### config.mk
export PLATFORM = sky130hd
export DESIGN_NAME = mem_port_arbiter
export DESIGN_NICKNAME = d
export VERILOG_FILES = /design/src/rtl/mem_port_arbiter.sv
export SDC_FILE = /design/constraint.sdc
export NUM_CORES = 1
export LEC_CHECK = 0
export CAP_MARGIN = 20
export CORE_MARGIN = 4
export CORE_UTILIZATION = 37
export DETAILED_ROUTE_END_ITERATION = 7
export MAX_ROUTING_LAYER = met4
export PLACE_DENSITY = 0.86
export REMOVE_ABC_BUFFERS = 1
export SKIP_CTS_REPAIR_TIMING = 1
export SYNTH_ARGS = -nofsm -noshare
export SYNTH_HDL_FRONTEND = slang
export SYNTH_SLANG_ARGS = --single-unit
### constraint.sdc
create_clock -name clock -period 5.63 [get_ports clock]
set_clock_uncertainty 0.15 [all_clocks]
set_input_delay 1.126 -clock clock [delete_from_list [all_inputs] [get_ports clock]]
set_output_delay 1.126 -clock clock [all_outputs]
set_load 0.05 [all_outputs]
### src/rtl/mem_port_arbiter.sv
// Two-requester round-robin arbiter in front of the SDRAM controller user port.
// Ports: clock/reset, r0_*/r1_* requester ports, mc_* controller port, idle, err.
module mem_port_arbiter #(
  parameter int MAX_RD = 4,
  parameter int AW     = 22,
  parameter int DW     = 16
) (
  input  logic          clock,
  input  logic          reset,
  input  logic          r0_req,
  input  logic          r0_we,
  input  logic [AW-1:0] r0_addr,
  input  logic [DW-1:0] r0_wdata,
  output logic          r0_gnt,
  output logic [DW-1:0] r0_rdata,
  output logic          r0_rvalid,
  input  logic          r1_req,
  input  logic          r1_we,
  input  logic [AW-1:0] r1_addr,
  input  logic [DW-1:0] r1_wdata,
  output logic          r1_gnt,
  output logic [DW-1:0] r1_rdata,
  output logic          r1_rvalid,
  input  logic          mc_ready,
  output logic          mc_we,
  output logic          mc_re,
  output logic [AW-1:0] mc_addr,
  output logic [DW-1:0] mc_data_in,
  input  logic [DW-1:0] mc_data_out,
  input  logic          mc_data_out_valid,
  output logic          idle,
  output logic          err
);

  localparam int PW = $clog2(MAX_RD);
  localparam int CW = PW + 1;
  localparam logic [CW-1:0] FULL_CNT = CW'(MAX_RD);

  logic          ptr_q;
  logic          tag_q [MAX_RD];
  logic [PW-1:0] wr_q;
  logic [PW-1:0] rd_q;
  logic [CW-1:0] cnt_q;
  logic          rv0_q;
  logic          rv1_q;
  logic [DW-1:0] rdata0_q;
  logic [DW-1:0] rdata1_q;
  logic          err_q;

  logic full;
  logic empty;
  logic elig0;
  logic elig1;
  logic issue;
  logic win;
  logic win_we;
  logic push;
  logic pop;
  logic head;

  assign full  = (cnt_q == FULL_CNT);
  assign empty = (cnt_q == '0);

  // A full tag FIFO masks reads only, so a blocked read never wins a turn.
  assign elig0 = r0_req & (r0_we | ~full);
  assign elig1 = r1_req & (r1_we | ~full);

  assign issue  = ~reset & mc_ready & (elig0 | elig1);
  assign win    = (elig0 & elig1) ? ptr_q : elig1;
  assign win_we = win ? r1_we : r0_we;

  assign r0_gnt = issue & ~win;
  assign r1_gnt = issue & win;
  assign mc_we  = issue & win_we;
  assign mc_re  = issue & ~win_we;

  assign mc_addr    = (issue & win) ? r1_addr  : r0_addr;
  assign mc_data_in = (issue & win) ? r1_wdata : r0_wdata;

  assign push = mc_re;
  assign pop  = mc_data_out_valid & ~empty;
  assign head = tag_q[rd_q];

  always_ff @(posedge clock) begin
    if (reset) begin
      ptr_q    <= 1'b0;
      wr_q     <= '0;
      rd_q     <= '0;
      cnt_q    <= '0;
      rv0_q    <= 1'b0;
      rv1_q    <= 1'b0;
      rdata0_q <= '0;
      rdata1_q <= '0;
      err_q    <= 1'b0;
      for (int i = 0; i < MAX_RD; i++) tag_q[i] <= 1'b0;
    end else begin
      if (issue) ptr_q <= ~win;
      if (push) begin
        tag_q[wr_q] <= win;
        wr_q        <= wr_q + 1'b1;
      end
      if (pop) rd_q <= rd_q + 1'b1;
      cnt_q <= cnt_q + CW'(push) - CW'(pop);
      rv0_q <= pop & ~head;
      rv1_q <= pop & head;
      if (pop & ~head) rdata0_q <= mc_data_out;
      if (pop & head)  rdata1_q <= mc_data_out;
      // Returns with no outstanding tag are dropped and flagged.
      if (mc_data_out_valid & empty) err_q <= 1'b1;
    end
  end

  assign r0_rvalid = rv0_q;
  assign r1_rvalid = rv1_q;
  assign r0_rdata  = rdata0_q;
  assign r1_rdata  = rdata1_q;
  assign idle      = empty;
  assign err       = err_q;

endmodule

==> impl_metrics.yaml <==
placed_design:
  finalWeightedCongestion: 0.805
  port-buffer-count: 177
  dpl.cell_count: 511
  dp.final_hpwl_mm: 6.69
sta:
  final-hold-violation-count: 0
  tightestPinTransition_ps: 735
  rsz_0062_raised_after_global_routing: "false"
  max_freq_mhz: 207
  layout_min_cycle_time_ps: 4830
  timing_max_transition_violations_final: 0
  setup-violations-final: 0
  whs_ps: 305
  min_period_over_period_pct: 85.8
  worst_slew_margin_rel_pct: 50.8
  setup-tns-final_ps: 0
die:
  pin_count: 178
  dieArea_um2: 7990
  die_height_um: 89.4
  die_x_um: 89.4
  rows: 29
  floorplan.core_area_um2: 6390
  initial_standard_cell_utilization_of_the_core_pct: 38.4
cells_and_area:
  final-seq-area_um2: 1020
  fillers: 499
  multi_input_area_um2: 1300
  drive_gt1_share_pct: 19.2
  final_cell_count_no_fill: 519
  diodes: 0
  finalNetCount: 544
  flow.area_growth_from_synthesis_pct: 75.6
  fin_util_pct: 67.4
global_routing:
  grt_pass1_vias: 2506
  grt_first_pass_wirelength_mm: 12.0
  grt_antenna_before_repair: 0
  globalRoute.totalOverflow: 0
  grt_max_degree: 44
  grt_util_all_layers_pct: 20.0
detailed_routing:
  via_count: 2513
  first_pass_iters: 4
  detail_route.iter0.violations: 63
  drt-vias-per-instance: 4.84
  routedWlPerCell_um: 15.7
  drtAntennaViolNets: 0
  wirelength_mm: 8.16
  drc: 0
yosys:
  synth-seq-cells: 49
  syn-mean-instance-area_um2: 9.04
  netlist_instances: 271
  synth_top_cell_area_share_pct: 36.8
  async_flop_share_pct: 0
  ys_dominant_reg_cell: "sky130_fd_sc_hd__dfxtp_1"
  netlist_top_cells_count: "sky130_fd_sc_hd__nand2_1 (71), sky130_fd_sc_hd__dfxtp_1 (45), sky130_fd_sc_hd__a21oi_1 (34)"
  yosys_warnings: 0
  post_synth_instance_area_um2: 2450
  seq_area_frac_synth_pct: 41.7
  yosysMostFrequentCell: "sky130_fd_sc_hd__nand2_1"
  yosysTopAreaCell: "sky130_fd_sc_hd__dfxtp_1"
  netlist_top_cells_area: "sky130_fd_sc_hd__dfxtp_1 (37%), sky130_fd_sc_hd__mux2_2 (13%), sky130_fd_sc_hd__nand2_1 (11%), sky130_fd_sc_hd__a21oi_1 (6.9%), sky130_fd_sc_hd__mux2_4 (5.5%)"
  number_of_synthesized_flops_with_an_enable_pin: 4
  netlist-cell-type-count: 40
setup_path:
  cp_data_required_time_ps: 4350
  worst-r2r-cell-count: 9
  worst_ep_arrival_time_ps: 3550
  worstSetupStartpointType: "input port"
  worst-r2r-setup-slack_ps: 3030
  path_class: "input port to output port"
  setup.worst_path.end_class: "output port"
  timing.rr.start: "cnt_q[2]$_SDFF_PP0_"
  worst-path-max-fanout: 24
  critical_path.max_stage_delay_ps: 700
  critical_path.reg2reg.endpoint: "cnt_q[2]$_SDFF_PP0_"
  critical-path-top-cell-by-count: "sky130_fd_sc_hd__clkdlybuf4s50_1"
  critical_path.cell_chain: "clkdlybuf4s50_1 > o21ai_4 > o211ai_4 > mux2_2 > clkdlybuf4s50_1"
  crit_slowest_cell: "sky130_fd_sc_hd__clkdlybuf4s50_1"
clocking:
  cts-root-to-sink-buffers: 2
  cts.reportedPaths.clkPinSlew_ps: 90
  worst_skew_pair.late_latency_ps: 290
  htree_num_levels: 2
  clk_root_buffer_cell: "sky130_fd_sc_hd__clkbuf_8"
  tritoncts: "yes"
  clkSinkCount: 49
  cts_buffers: 5
pwr:
  max-vdd-ir-drop_v: 0.000218
  clkPwrFrac_pct: 19.5
  cell_internal_pwr_mw: 0.846
  netSwitchingFraction_pct: 40.4
  seq_power_share_pct: 31.6
  power_density_nw_per_um2: 330
  switching_power_mw: 0.574
  p_comb_share_pct: 48.9
  p_leak_nw: 1.69
hold_path:
  worst_hold_startpoint: "r1_rdata[0]$_SDFFE_PP0P_"
  hold_path.class: "register to register"
  worst_hold_path.endpoint: "r1_rdata[0]$_SDFFE_PP0P_"
  number_of_instances_on_the_worst_hold_path: 2
job:
  drv_cap: 0
status:
  outcome: "finished, final reports clean"
## critical path: cells and delay by family
| kind | cells | cell delay [ps] |
|---|---|---|
| AO/OA/AOI/OAI | 2 | 700 |
| multiplexers | 1 | 410 |
| buffers and inverters | 2 | 1300 |
## power groups by stage
| stage | logic [mW] | clock network (mW) | registers [mW] |
|---|---|---|---|
| 6_report | 0.694 | 0.278 | 0.448 |
| 5_1_grt | 0.746 | 0.299 | 0.455 |
| 4_1_cts | 0.703 | 0.284 | 0.449 |
| 3_5_place_dp | 0.698 | 0 | 0.457 |
| 3_3_place_gp | 0.685 | 0 | 0.453 |
| 2_1_floorplan | 0.323 | 0 | 0.577 |
## final cells by class
cell class | instances | area share [%]
multi-input cells | 196 | 30.3
flip-flops and latches | 49 | 23.7
well taps | 77 | 2.24
clock inverters | 2 | 0.902
inverters | 9 | 0.785
repair buffers | 180 | 39.8
clock buffers | 6 | 2.18
## stage by stage
step	setup slack, ps	cell area (um^2)	total power [mW]
2_1_floorplan	1360	2350	0.900
3_3_place_gp	830	4160	1.14
3_5_place_dp	788	4170	1.15
4_1_cts	790	4300	1.44
5_1_grt	694	4300	1.50
6_report	800	4300	1.42
## worst max-delay path by stage
stage	start	to	depth (start not counted)
final	r0_we	mc_addr[5]	5
after global routing	r0_we	mc_addr[16]	5
after CTS	r0_we	mc_addr[5]	5
after detailed placement	r0_req	mc_addr[5]	5
after global placement	r0_we	mc_addr[16]	5
after floorplan	r0_we	r1_gnt	3
## cell families after synthesis
group	share of synthesized area [%]
AND/OR/NAND/NOR	18.2
flip-flops	41.7
AO/OA/AOI/OAI	11.2
multiplexers	20.2
buffers and inverters	5.46
XOR/XNOR	1.43
adder cells (fa/ha/maj)	1.84
## cell usage in the layout (no fill, tap or decap), types with 2 or more instances in the layout
cell / synthesis / final
sky130_fd_sc_hd__a21oi_1: 34 / 34
sky130_fd_sc_hd__and2_1: 3 / 3
sky130_fd_sc_hd__and4_1: 2 / 2
sky130_fd_sc_hd__buf_4: 2 / 35
sky130_fd_sc_hd__clkbuf_8: 0 / 5
sky130_fd_sc_hd__clkdlybuf4s50_1: 0 / 145
sky130_fd_sc_hd__dfxtp_1: 45 / 45
sky130_fd_sc_hd__edfxtp_1: 4 / 4
sky130_fd_sc_hd__ha_1: 2 / 2
sky130_fd_sc_hd__inv_1: 9 / 9
sky130_fd_sc_hd__mux2_2: 29 / 29
sky130_fd_sc_hd__mux2_4: 9 / 9
sky130_fd_sc_hd__nand2_1: 71 / 71
sky130_fd_sc_hd__nand2b_1: 4 / 4
sky130_fd_sc_hd__nor2_1: 10 / 10
sky130_fd_sc_hd__nor2b_1: 4 / 4
sky130_fd_sc_hd__nor3_1: 2 / 2
sky130_fd_sc_hd__o21a_1: 2 / 2
sky130_fd_sc_hd__o21ai_0: 3 / 3
sky130_fd_sc_hd__xnor2_1: 3 / 3
## registers in the layout, summed over array words and instances (netlist names), named ones only
signal / cells
cnt_q: 3
err: 1
ptr_q: 1
r0_rdata: 16
r0_rvalid: 1
r1_rdata: 16
r1_rvalid: 1
rd_q: 2
tag_q: 4
wr_q: 2
## per-layer routing
| metal | vias to the layer above | share of wire [%] | GRT usage, % |
|---|---|---|---|
| met2 | 129 | 50 | 34.2 |
| met5 | - | 0 | - |
| met4 | 0 | 1.4 | 4.60 |
| met3 | 8 | 11 | 6.82 |
| li1 | 1248 | - | - |
| met1 | 1128 | 38 | 22.5 |
Note: power is estimated with default switching activity, not from simulation.
